[config.mk]
export PLATFORM = sky130hd
export DESIGN_NAME = fsm_overlay_seq
export DESIGN_NICKNAME = d
export VERILOG_FILES = /design/src/rtl/fsm_overlay_pkg.sv /design/src/rtl/fsm_wdt.sv /design/src/rtl/fsm_overlay_seq.sv
export SDC_FILE = /design/constraint.sdc
export NUM_CORES = 1
export LEC_CHECK = 0
export ABC_AREA = 1
export CAP_MARGIN = 20
export CORE_AREA = 2 2 84 86
export DETAILED_ROUTE_END_ITERATION = 16
export DIE_AREA = 0 0 86 88
export HOLD_SLACK_MARGIN = 0.08
export PLACE_DENSITY = 0.75
export SETUP_SLACK_MARGIN = 0.02
export SLEW_MARGIN = 10
export SYNTH_ARGS = -nofsm -noshare
export SYNTH_HDL_FRONTEND = slang
export SYNTH_SLANG_ARGS = --single-unit
export TNS_END_PERCENT = 100
[constraint.sdc]
create_clock -name i_clk -period 2.6 [get_ports i_clk]
set_input_delay 0.78 -clock i_clk [delete_from_list [all_inputs] [get_ports i_clk]]
set_output_delay 0.78 -clock i_clk [all_outputs]
set_load 0.02 [all_outputs]
[src/rtl/fsm_overlay_pkg.sv]
// State and fault-code encodings for the PicoRV32 overlay sequencer.
package fsm_overlay_pkg;

  typedef enum logic [2:0] {
    ST_IDLE   = 3'd0,
    ST_QUAL   = 3'd1,
    ST_BOOT   = 3'd2,
    ST_RUN    = 3'd3,
    ST_DRAIN  = 3'd4,
    ST_HALTED = 3'd5,
    ST_FAULT  = 3'd6
  } state_t;

  localparam logic [1:0] FC_NONE    = 2'd0;
  localparam logic [1:0] FC_TRAP    = 2'd1;
  localparam logic [1:0] FC_WDT     = 2'd2;
  localparam logic [1:0] FC_ILLEGAL = 2'd3;

  function automatic logic state_resetn(input state_t s);
    return (s == ST_RUN) || (s == ST_DRAIN) || (s == ST_HALTED);
  endfunction

  function automatic logic state_stall(input state_t s);
    return s != ST_RUN;
  endfunction

endpackage

[src/rtl/fsm_wdt.sv]
// Run watchdog: counts cycles since the last kick and flags expiry one cycle
// before the counter would reach the limit. A zero limit disables expiry.
module fsm_wdt #(
  parameter int WDT_W = 16
) (
  input  logic             i_clk,
  input  logic             i_rst,
  input  logic             i_clr,
  input  logic             i_en,
  input  logic             i_kick,
  input  logic [WDT_W-1:0] i_limit,
  output logic             o_expire
);

  logic [WDT_W-1:0] r_cnt;

  assign o_expire = (i_limit != '0) && (r_cnt == i_limit - WDT_W'(1)) && !i_kick;

  always_ff @(posedge i_clk) begin
    if (i_rst) begin
      r_cnt <= '0;
    end else if (i_clr) begin
      r_cnt <= '0;
    end else if (i_en) begin
      r_cnt <= i_kick ? '0 : r_cnt + WDT_W'(1);
    end
  end

endmodule

[src/rtl/fsm_overlay_seq.sv]
// Sequences the PicoRV32 reset/stall controls from masked board events,
// with a run watchdog, trap capture, sticky fault code and resume-from-halt.
//
// state  | meaning
// IDLE   | CPU held in reset, waiting for a start event
// QUAL   | counting consecutive start samples
// BOOT   | reset held low for a fixed number of cycles
// RUN    | CPU running, watchdog active
// DRAIN  | CPU stalled, letting in-flight work settle
// HALTED | CPU stalled out of reset, may resume on start
// FAULT  | CPU in reset, fault_code sticky until cleared
module fsm_overlay_seq
  import fsm_overlay_pkg::*;
#(
  parameter int IN_W         = 8,
  parameter int STATE_W      = 4,
  parameter int QUAL_CYCLES  = 4,
  parameter int BOOT_CYCLES  = 2,
  parameter int DRAIN_CYCLES = 3,
  parameter int WDT_W        = 16,
  parameter int CNT_W        = 8
) (
  input  logic               i_clk,
  input  logic               i_rst,
  input  logic [IN_W-1:0]    i_fsm_input,
  input  logic [IN_W-1:0]    i_start_mask,
  input  logic [IN_W-1:0]    i_stop_mask,
  input  logic               i_cpu_trap,
  input  logic               i_cpu_heartbeat,
  input  logic [WDT_W-1:0]   i_wdt_limit,
  input  logic               i_clear_fault,
  output logic               o_cpu_resetn,
  output logic               o_cpu_stall,
  output logic [STATE_W-1:0] o_fsm_state,
  output logic [1:0]         o_fault_code,
  output logic [CNT_W-1:0]   o_run_count
);

  localparam int QC_W = $clog2(QUAL_CYCLES + 1);
  localparam int BC_W = $clog2(BOOT_CYCLES + 1);
  localparam int DC_W = $clog2(DRAIN_CYCLES + 1);

  state_t           r_state;
  state_t           w_state_nxt;
  logic [1:0]       r_fault_code;
  logic [1:0]       w_code_nxt;
  logic             r_cpu_resetn;
  logic             r_cpu_stall;
  logic [CNT_W-1:0] r_run_count;
  logic [QC_W-1:0]  r_qual_cnt;
  logic [BC_W-1:0]  r_boot_cnt;
  logic [DC_W-1:0]  r_drain_cnt;
  logic             w_start_hit;
  logic             w_stop_hit;
  logic             w_run_entry;
  logic             w_wdt_en;
  logic             w_wdt_expire;

  assign w_start_hit = |(i_fsm_input & i_start_mask);
  assign w_stop_hit  = |(i_fsm_input & i_stop_mask);
  // Watchdog only advances on edges that keep the CPU in RUN.
  assign w_wdt_en    = (r_state == ST_RUN) && (w_state_nxt == ST_RUN);

  fsm_wdt #(
    .WDT_W(WDT_W)
  ) u_wdt (
    .i_clk    (i_clk),
    .i_rst    (i_rst),
    .i_clr    (w_run_entry),
    .i_en     (w_wdt_en),
    .i_kick   (i_cpu_heartbeat),
    .i_limit  (i_wdt_limit),
    .o_expire (w_wdt_expire)
  );

  always_comb begin
    w_state_nxt = r_state;
    w_code_nxt  = r_fault_code;
    w_run_entry = 1'b0;
    case (r_state)
      ST_IDLE: begin
        if (w_start_hit) w_state_nxt = ST_QUAL;
      end
      ST_QUAL: begin
        if (!w_start_hit) w_state_nxt = ST_IDLE;
        else if (r_qual_cnt == QC_W'(QUAL_CYCLES - 1)) w_state_nxt = ST_BOOT;
      end
      ST_BOOT: begin
        if (r_boot_cnt == BC_W'(BOOT_CYCLES - 1)) begin
          w_state_nxt = ST_RUN;
          w_run_entry = 1'b1;
        end
      end
      ST_RUN: begin
        if (i_cpu_trap) begin
          w_state_nxt = ST_FAULT;
          w_code_nxt  = FC_TRAP;
        end else if (w_wdt_expire) begin
          w_state_nxt = ST_FAULT;
          w_code_nxt  = FC_WDT;
        end else if (w_stop_hit) begin
          w_state_nxt = ST_DRAIN;
        end
      end
      ST_DRAIN: begin
        if (i_cpu_trap) begin
          w_state_nxt = ST_FAULT;
          w_code_nxt  = FC_TRAP;
        end else if (r_drain_cnt == DC_W'(DRAIN_CYCLES - 1)) begin
          w_state_nxt = ST_HALTED;
        end
      end
      ST_HALTED: begin
        if (w_start_hit && !w_stop_hit) begin
          w_state_nxt = ST_RUN;
          w_run_entry = 1'b1;
        end
      end
      ST_FAULT: begin
        if (i_clear_fault) begin
          w_state_nxt = ST_IDLE;
          w_code_nxt  = FC_NONE;
        end
      end
      default: begin
        w_state_nxt = ST_FAULT;
        w_code_nxt  = FC_ILLEGAL;
      end
    endcase
  end

  always_ff @(posedge i_clk) begin
    if (i_rst) begin
      r_state      <= ST_IDLE;
      r_fault_code <= FC_NONE;
      r_cpu_resetn <= 1'b0;
      r_cpu_stall  <= 1'b1;
      r_run_count  <= '0;
      r_qual_cnt   <= '0;
      r_boot_cnt   <= '0;
      r_drain_cnt  <= '0;
    end else begin
      r_state      <= w_state_nxt;
      r_fault_code <= w_code_nxt;
      r_cpu_resetn <= state_resetn(w_state_nxt);
      r_cpu_stall  <= state_stall(w_state_nxt);
      // Dwell counters restart at zero whenever the state is (re)entered.
      r_qual_cnt   <= (r_state == ST_QUAL && w_state_nxt == ST_QUAL)
                      ? r_qual_cnt + QC_W'(1) : '0;
      r_boot_cnt   <= (r_state == ST_BOOT && w_state_nxt == ST_BOOT)
                      ? r_boot_cnt + BC_W'(1) : '0;
      r_drain_cnt  <= (r_state == ST_DRAIN && w_state_nxt == ST_DRAIN)
                      ? r_drain_cnt + DC_W'(1) : '0;
      if (w_run_entry && r_run_count != '1) r_run_count <= r_run_count + CNT_W'(1);
    end
  end

  assign o_cpu_resetn = r_cpu_resetn;
  assign o_cpu_stall  = r_cpu_stall;
  assign o_fsm_state  = STATE_W'(r_state);
  assign o_fault_code = r_fault_code;
  assign o_run_count  = r_run_count;

endmodule

# Word level (Yosys, flattened, before mapping)
# Index checks and enable logic that the tools add are counted.
[op_classes] n_addsub=6 bitwise=6 n_reduce_logical=22 n_eq_ne=20 n_mux=21
[op_table] op="$mux 3" n=11
[op_table] op="$pmux 3 s7" n=1
[op_table] op="$add 16x1->16 const B" n=1
[op_table] op="$and 8x8->8" n=2
[op_table] op="$eq 16x16->1" n=1
[op_table] op="$mux 16" n=1
[op_table] op="$reduce_bool 16->1" n=1
[op_table] op="$reduce_or 8->1" n=2
[op_table] op="$sub 16x1->16 const B" n=1
[op_table] op="$eq 3x2->1 const B" n=5
[op_table] op="$eq 3x3->1 const B" n=5
[op_table] op="$add 8x1->8 const B" n=1
[op_table] op="$logic_and 1x1->1" n=8
[op_table] op="$mux 2" n=4
[op_table] op="$ne 8x8->1 const B" n=1
[op_table] op="$pmux 2 s4" n=1
[op_table] op="$reduce_or 2->1" n=4
[op_table] op="$eq 3x1->1 const B" n=2
[op_table] op="$ne 3x2->1 const B" n=2
[op_table] op="$add 2x1->2 const B" n=2
[op_table] op="$ne 2x2->1 const B" n=2
[op_table] op="$not 1->1" n=4
[op_table] op="$reduce_and 4->1" n=1
[op_table] op="$reduce_or 4->1" n=1
[op_table] op="other kinds (8)" n=11
[word_totals] wordCells=84 out_inout_bits=16 register_bits=38 inputBits=45

# Depth between registers and ports, before layout
# Gate-level depths: netlist of run 1.
[depth] ltp_word=11 ltp_mapped=19 mapped_depth_nobuf=19

# Cells and area by module
# From an unflattened synthesis of run 1, not the netlist that was laid out.
[hier_totals] hier_cells=453 hier_area_um2=2760.1
[modules_own_cells] mod="fsm_wdt" area_per_inst_um2=1428.9 cells_per_inst=250 seq_area_each_um2=320.3 n_inst=1
[modules_own_cells] mod="fsm_overlay_seq" area_per_inst_um2=1331.3 cells_per_inst=203 seq_area_each_um2=440.4 n_inst=1

# Worst setup path before layout of run 1
# OpenSTA, ideal clock, no wires.
[synth_path] path_type="input-to-reg" start="input i_wdt_limit[0]" end="register u_wdt.r_cnt[7]" path_buffers=1 setup_time_ns=0.064 arrival_time_ns=2.406 required_time_ns=2.536 setup_slack_ns=0.130 cell_stages=19 path_cell_list="inv_1 > ha_1 > nand2_1 > nor2_2 > nand2_1 > nand2_1 > nand2_1 > nand2_1 > inv_1 > nor2_1 > nand2_1 > inv_2 > nand2_2 > nand3_4 > inv_4 > a21oi_4 > buf_6 > nand2_1 > nor2_1"
[synth_between] elab_chain_cells=9 word_cells_on_any_way=10 classes_between="add/sub: 1; eq/ne: 2; mux: 3; reduce/logical: 4"
[synth_lines] element="from (decl)" line_no="fsm_overlay_seq.sv:30" text="input logic [WDT_W-1:0] i_wdt_limit,"
[synth_lines] element="$sub 16x1->16" line_no="fsm_wdt.sv:17" text="assign o_expire = (i_limit != '0) && (r_cnt == i_limit - WDT_W'(1)) && !i_kick;"
[synth_lines] element="$eq 16x16->1" line_no="fsm_wdt.sv:17"
[synth_lines] element="$logic_and 1x1->1 (*) (2 in series)" line_no="fsm_wdt.sv:17"
[synth_lines] element="$mux 3 (*)" line_no="fsm_overlay_seq.sv:98" text="end else if (w_wdt_expire) begin"
[synth_lines] element="$mux 3 (*)" line_no="fsm_overlay_seq.sv:95" text="if (i_cpu_trap) begin"
[synth_lines] element="$pmux 3 s7 (*)" line_no="fsm_overlay_seq.sv:80" text="case (r_state)"
[synth_lines] element="$eq 3x2->1 (*)" line_no="fsm_overlay_seq.sv:62" text="assign w_wdt_en = (r_state == ST_RUN) && (w_state_nxt == ST_RUN);"
[synth_lines] element="$logic_and 1x1->1 (*)" line_no="fsm_overlay_seq.sv:62"
[synth_lines] element="to (signal assigned)" line_no="fsm_wdt.sv:25" text="r_cnt <= i_kick ? '0 : r_cnt + WDT_W'(1);"
[synth_lines] element="to (decl)" line_no="fsm_wdt.sv:15" text="logic [WDT_W-1:0] r_cnt;"
# Every way passes the cells marked *; elsewhere a longest branch is shown, timed or not.
# A chain may end at the register's enable or synchronous reset.

# Worst setup path in the final report of run 1
[layout_path] start="input i_wdt_limit[7]" end="register u_wdt.r_cnt[11]"
# The elaborated chain is that of the path after synthesis.

==> results of run 1 <==
-- cells in the final DEF (no fill, tap or decap), drive strengths merged, types with 2 or more instances in the layout --
cell           instances
nand3b                 2
xor2                   7
nand3                 35
nor4                   4
a21oi                 16
a22o                   6
nand4                  5
nor2                  92
ha                     8
clkbuf                14
xnor2                  8
buf                   40
nand2                141
inv                   64
o21ai                 19
clkdlybuf4s50         44
dfxtp                 38
nor3                  15
dlymetal6s2s           8
-- metal layers --
metal / up-vias / GRT usage / part of all wire
met2: 115 / 0.3636 / 0.48
met5: - / 0 / 0
met1: 1467 / 0.2476 / 0.43
met3: 19 / 0.04336 / 0.062
met4: 0 / 0.08947 / 0.022
li1: 1697 / - / -
-- report_power, final --
part	internal, mW	switching, mW
sequential	0.588	0.00543
combinational	0.142	0.126
clock	0.287	0.210
-- worst register-to-register path: cells and delay by family, from the launching register on --
kind,cells,cell delay [ps]
XOR/XNOR,1,160
AND/OR/NAND/NOR,9,740
buffers and inverters,5,380
flip-flops,1,460
AO/OA/AOI/OAI,1,210
-- per-stage QoR --
step | instance area, µm² | setup WS, ps
detailed placement | 3735 | -509.6
CTS | 3870 | 31.06
floorplan | 2809 | 130.3
global route | 4011 | 18.27
finish | 4011 | 170.1
global placement | 3735 | -450.1
-- layout make-up --
cell class,count,area [µm²],area share
clock buffer,7,76.32,0.01903
sequential,38,760.7,0.1896
tap,80,100.1,0.02495
inverter,64,242.7,0.06051
clock inverter,1,30.03,0.007486
timing repair buffer,100,922.1,0.2299
multi-input combinational,365,1879,0.4685
-- logic make-up (layout without fill, tap and decap cells) --
kind of cell | count (synthesis) | in the layout | synth area share
AND/OR/NAND/NOR | 295 | 295 | 0.4472
buffers and inverters | 69 | 172 | 0.09799
AO/OA/AOI/OAI | 46 | 46 | 0.1002
flip-flops | 38 | 38 | 0.2708
XOR/XNOR | 15 | 15 | 0.04677
adder cells (fa/ha/maj) | 8 | 8 | 0.03564
other | 1 | 1 | 0.001335
-- worst paths after layout --
| kind | startpoint | to | slack [ps] | cells past startpoint |
|---|---|---|---|---|
| setup reg to reg | u_wdt.r_cnt[5] | u_wdt.r_cnt[11] | 590 | 16 |
| hold reg to reg | r_drain_cnt[0] | r_drain_cnt[0] | 410 | 1 |
| hold / removal | r_drain_cnt[0] | r_drain_cnt[0] | 410 | 1 |
| setup / recovery | i_wdt_limit[7] | u_wdt.r_cnt[11] | 170 | 17 |
-- repair_timing --
action	CTS	global route
cloned	0	1
setup endpoints to repair	27	27
pin swaps	8	23
setup buffers	1	5
resized for setup	16	47
endpoints found under the hold margin	0	0
-- state kept, by name, summed over array words and instances, names as in the netlist --
register	cells
r_boot_cnt	2
r_qual_cnt	3
o_run_count	8
r_drain_cnt	2
r_state	3
u_wdt.r_cnt	16
o_fault_code	2
o_cpu_resetn	1
o_cpu_stall	1
==> metrics.md, run 1 <==
| Metric | Value |
|---|---|
| Status | complete, no violations |
| Initial Util | 0.4228 |
| Clk buf depth | 2 |
| #FFs+latches synth | 38 |
| WL per Instance | approximately 12 µm |
| Synth top area share | 0.2708 |
| Clock buffer count from CTS | 5 |
| I/O pin cnt | between 60 and 70 |
| Pwr dens | between 300 and 400 nW/µm² |
| Worst-path clk slew | 70 ps |
| Final Hold Fails | 0 |
| Vias | 3,298 |
| Setup violations, final | 0 |
| Slowest CP cell | clkdlybuf4s15_1 |
| Worst Hold Margin | roughly 410 ps |
| CP endpoint kind | register |
| CP bufs+invs | 4 |
| Antenna violations before repair | 0 |
| Die height | between 80 and 90 µm |
| Commonest cells post-synth | 137 x nand2_1, 84 x nor2_1, 62 x inv_1 |
| Routed WL | approximately 7.6 mm |
| Synth area leaders | dfxtp_1 27%, nand2_1 18%, nor2_1 11%, inv_1 8.3%, nand3_1 6.1% |
| RSZ-0062 raised after global routing | no |
| Clk_skew | ~7.7 ps |
| Crit-path cells | clkdlybuf4s15_1 > nor2_2 > nand2_2 > nor2_2 > nand3_1 > nand2_1 > nand2_1 > nor2_1 > nand2_1 > inv_2 > nand2_4 > nand3_4 > inv_4 > a21oi_4 > clkbuf_16 > nand2_1 > nor2_1 |
| CP arrival | approximately 2700 ps |
| Fill cells | between 600 and 700 |
| Initial detailed-routing violation count | approximately 190 |
| FFs w/ async S/R, synth | 0 |
| Grt ovf | 0 |
| Total chip power | 1.359 mW |
| CP required | approximately 2800 ps |
| Headroom to the max-slew limit | 0.6243 |
| Remaining DRCs | 0 |
| Top achievable clock speed | between 400 and 500 MHz |
| CTS tree | yes |
| Max-Cap Viols | 0 |
| Number of detailed-route iterations in the first pass | 5 |
| ANT nets after route | 0 |
| Setup TNS | 0 ps |
| Seq/Total Area, Yosys | 0.2708 |
| Final nets | approximately 630 |
| Most common cell on crit path | nand2_1 |
| CP Class | input port to register |
| Top-count cell post-synth | nand2_1 |
| Pleak | approximately 1.8 nW |
| Core ar. | 6644 µm² |
| Slew Limit Fails | 0 |
| Sink Count | 38 |
| Port bufs | between 50 and 60 |
| Hold crit path type | register to register |
| Die footprint | around 7600 µm² |
| Post-DP HPWL | 5.930 mm |
| Die width | ~86 µm |
| Tcrit/Tclk final | 0.9346 |
| Mapped Area | approximately 2800 µm² |
| Via density | ~5.0 |
| H-tree depth | 2 |
| Largest stage delay, worst path | approximately 260 ps |
| Largest net degree at the start of global routing | 13 |
| Global Route Usage Sum | 0.2082 |
| Vias in the first global route | 3,077 |
| Crit-path leading delay family | simple AND/OR/NAND/NOR gates |
| Clk Latency, worst-skew pair | ~300 ps |
| Area delta synth->final | 42.81% |
| Worst IR Drop VDD | 0.3240 mV |
| Root buf cell | clkbuf_8 |
| Global-route wire length before repair | around 13 mm |
| Yosys cell types | 36 |
| Syn_nets | ~530 |
| Max Fanout on Critical Path | 5 |
| Fin crit period | around 2400 ps |
| Most common flop cell mapped by yosys | dfxtp_1 |
| Number of warnings issued by yosys | 0 |
| Number of flops mapped to enable cells by yosys | 0 |
| Least-Margin Pin Slew | about 560 ps |
| Post-CTS Hold Buffers | 0 |
| Rows | 30 |
| GP Congestion | 0.9061 |
| Layout cells sized above 1 | 0.1704 |
| Core Util, Final | 0.6038 |
| N_diodes | 0 |
| Synthesized area per cell | ~6.0 µm² |
| Synth Instances | about 470 |
| Yosys top cell by area | dfxtp_1 |
| DP Cell Count | 640 |
| Non-filler instance count after layout | ~660 |
| Critical path startpoint category | input port |
Note: power is estimated with default switching activity, not from simulation.
==> inputs of run 2 (changes only) <==
--- a/config.mk
+++ b/config.mk
@@ -8,6 +8,7 @@
 export ABC_AREA = 1
 export CAP_MARGIN = 20
 export CORE_AREA = 2 2 84 86
+export CTS_CLUSTER_SIZE = 24
 export DETAILED_ROUTE_END_ITERATION = 16
 export DIE_AREA = 0 0 86 88
 export HOLD_SLACK_MARGIN = 0.08
==> results of run 2 <==
No change in the layout: final DEF, timing and power equal those of run 1.
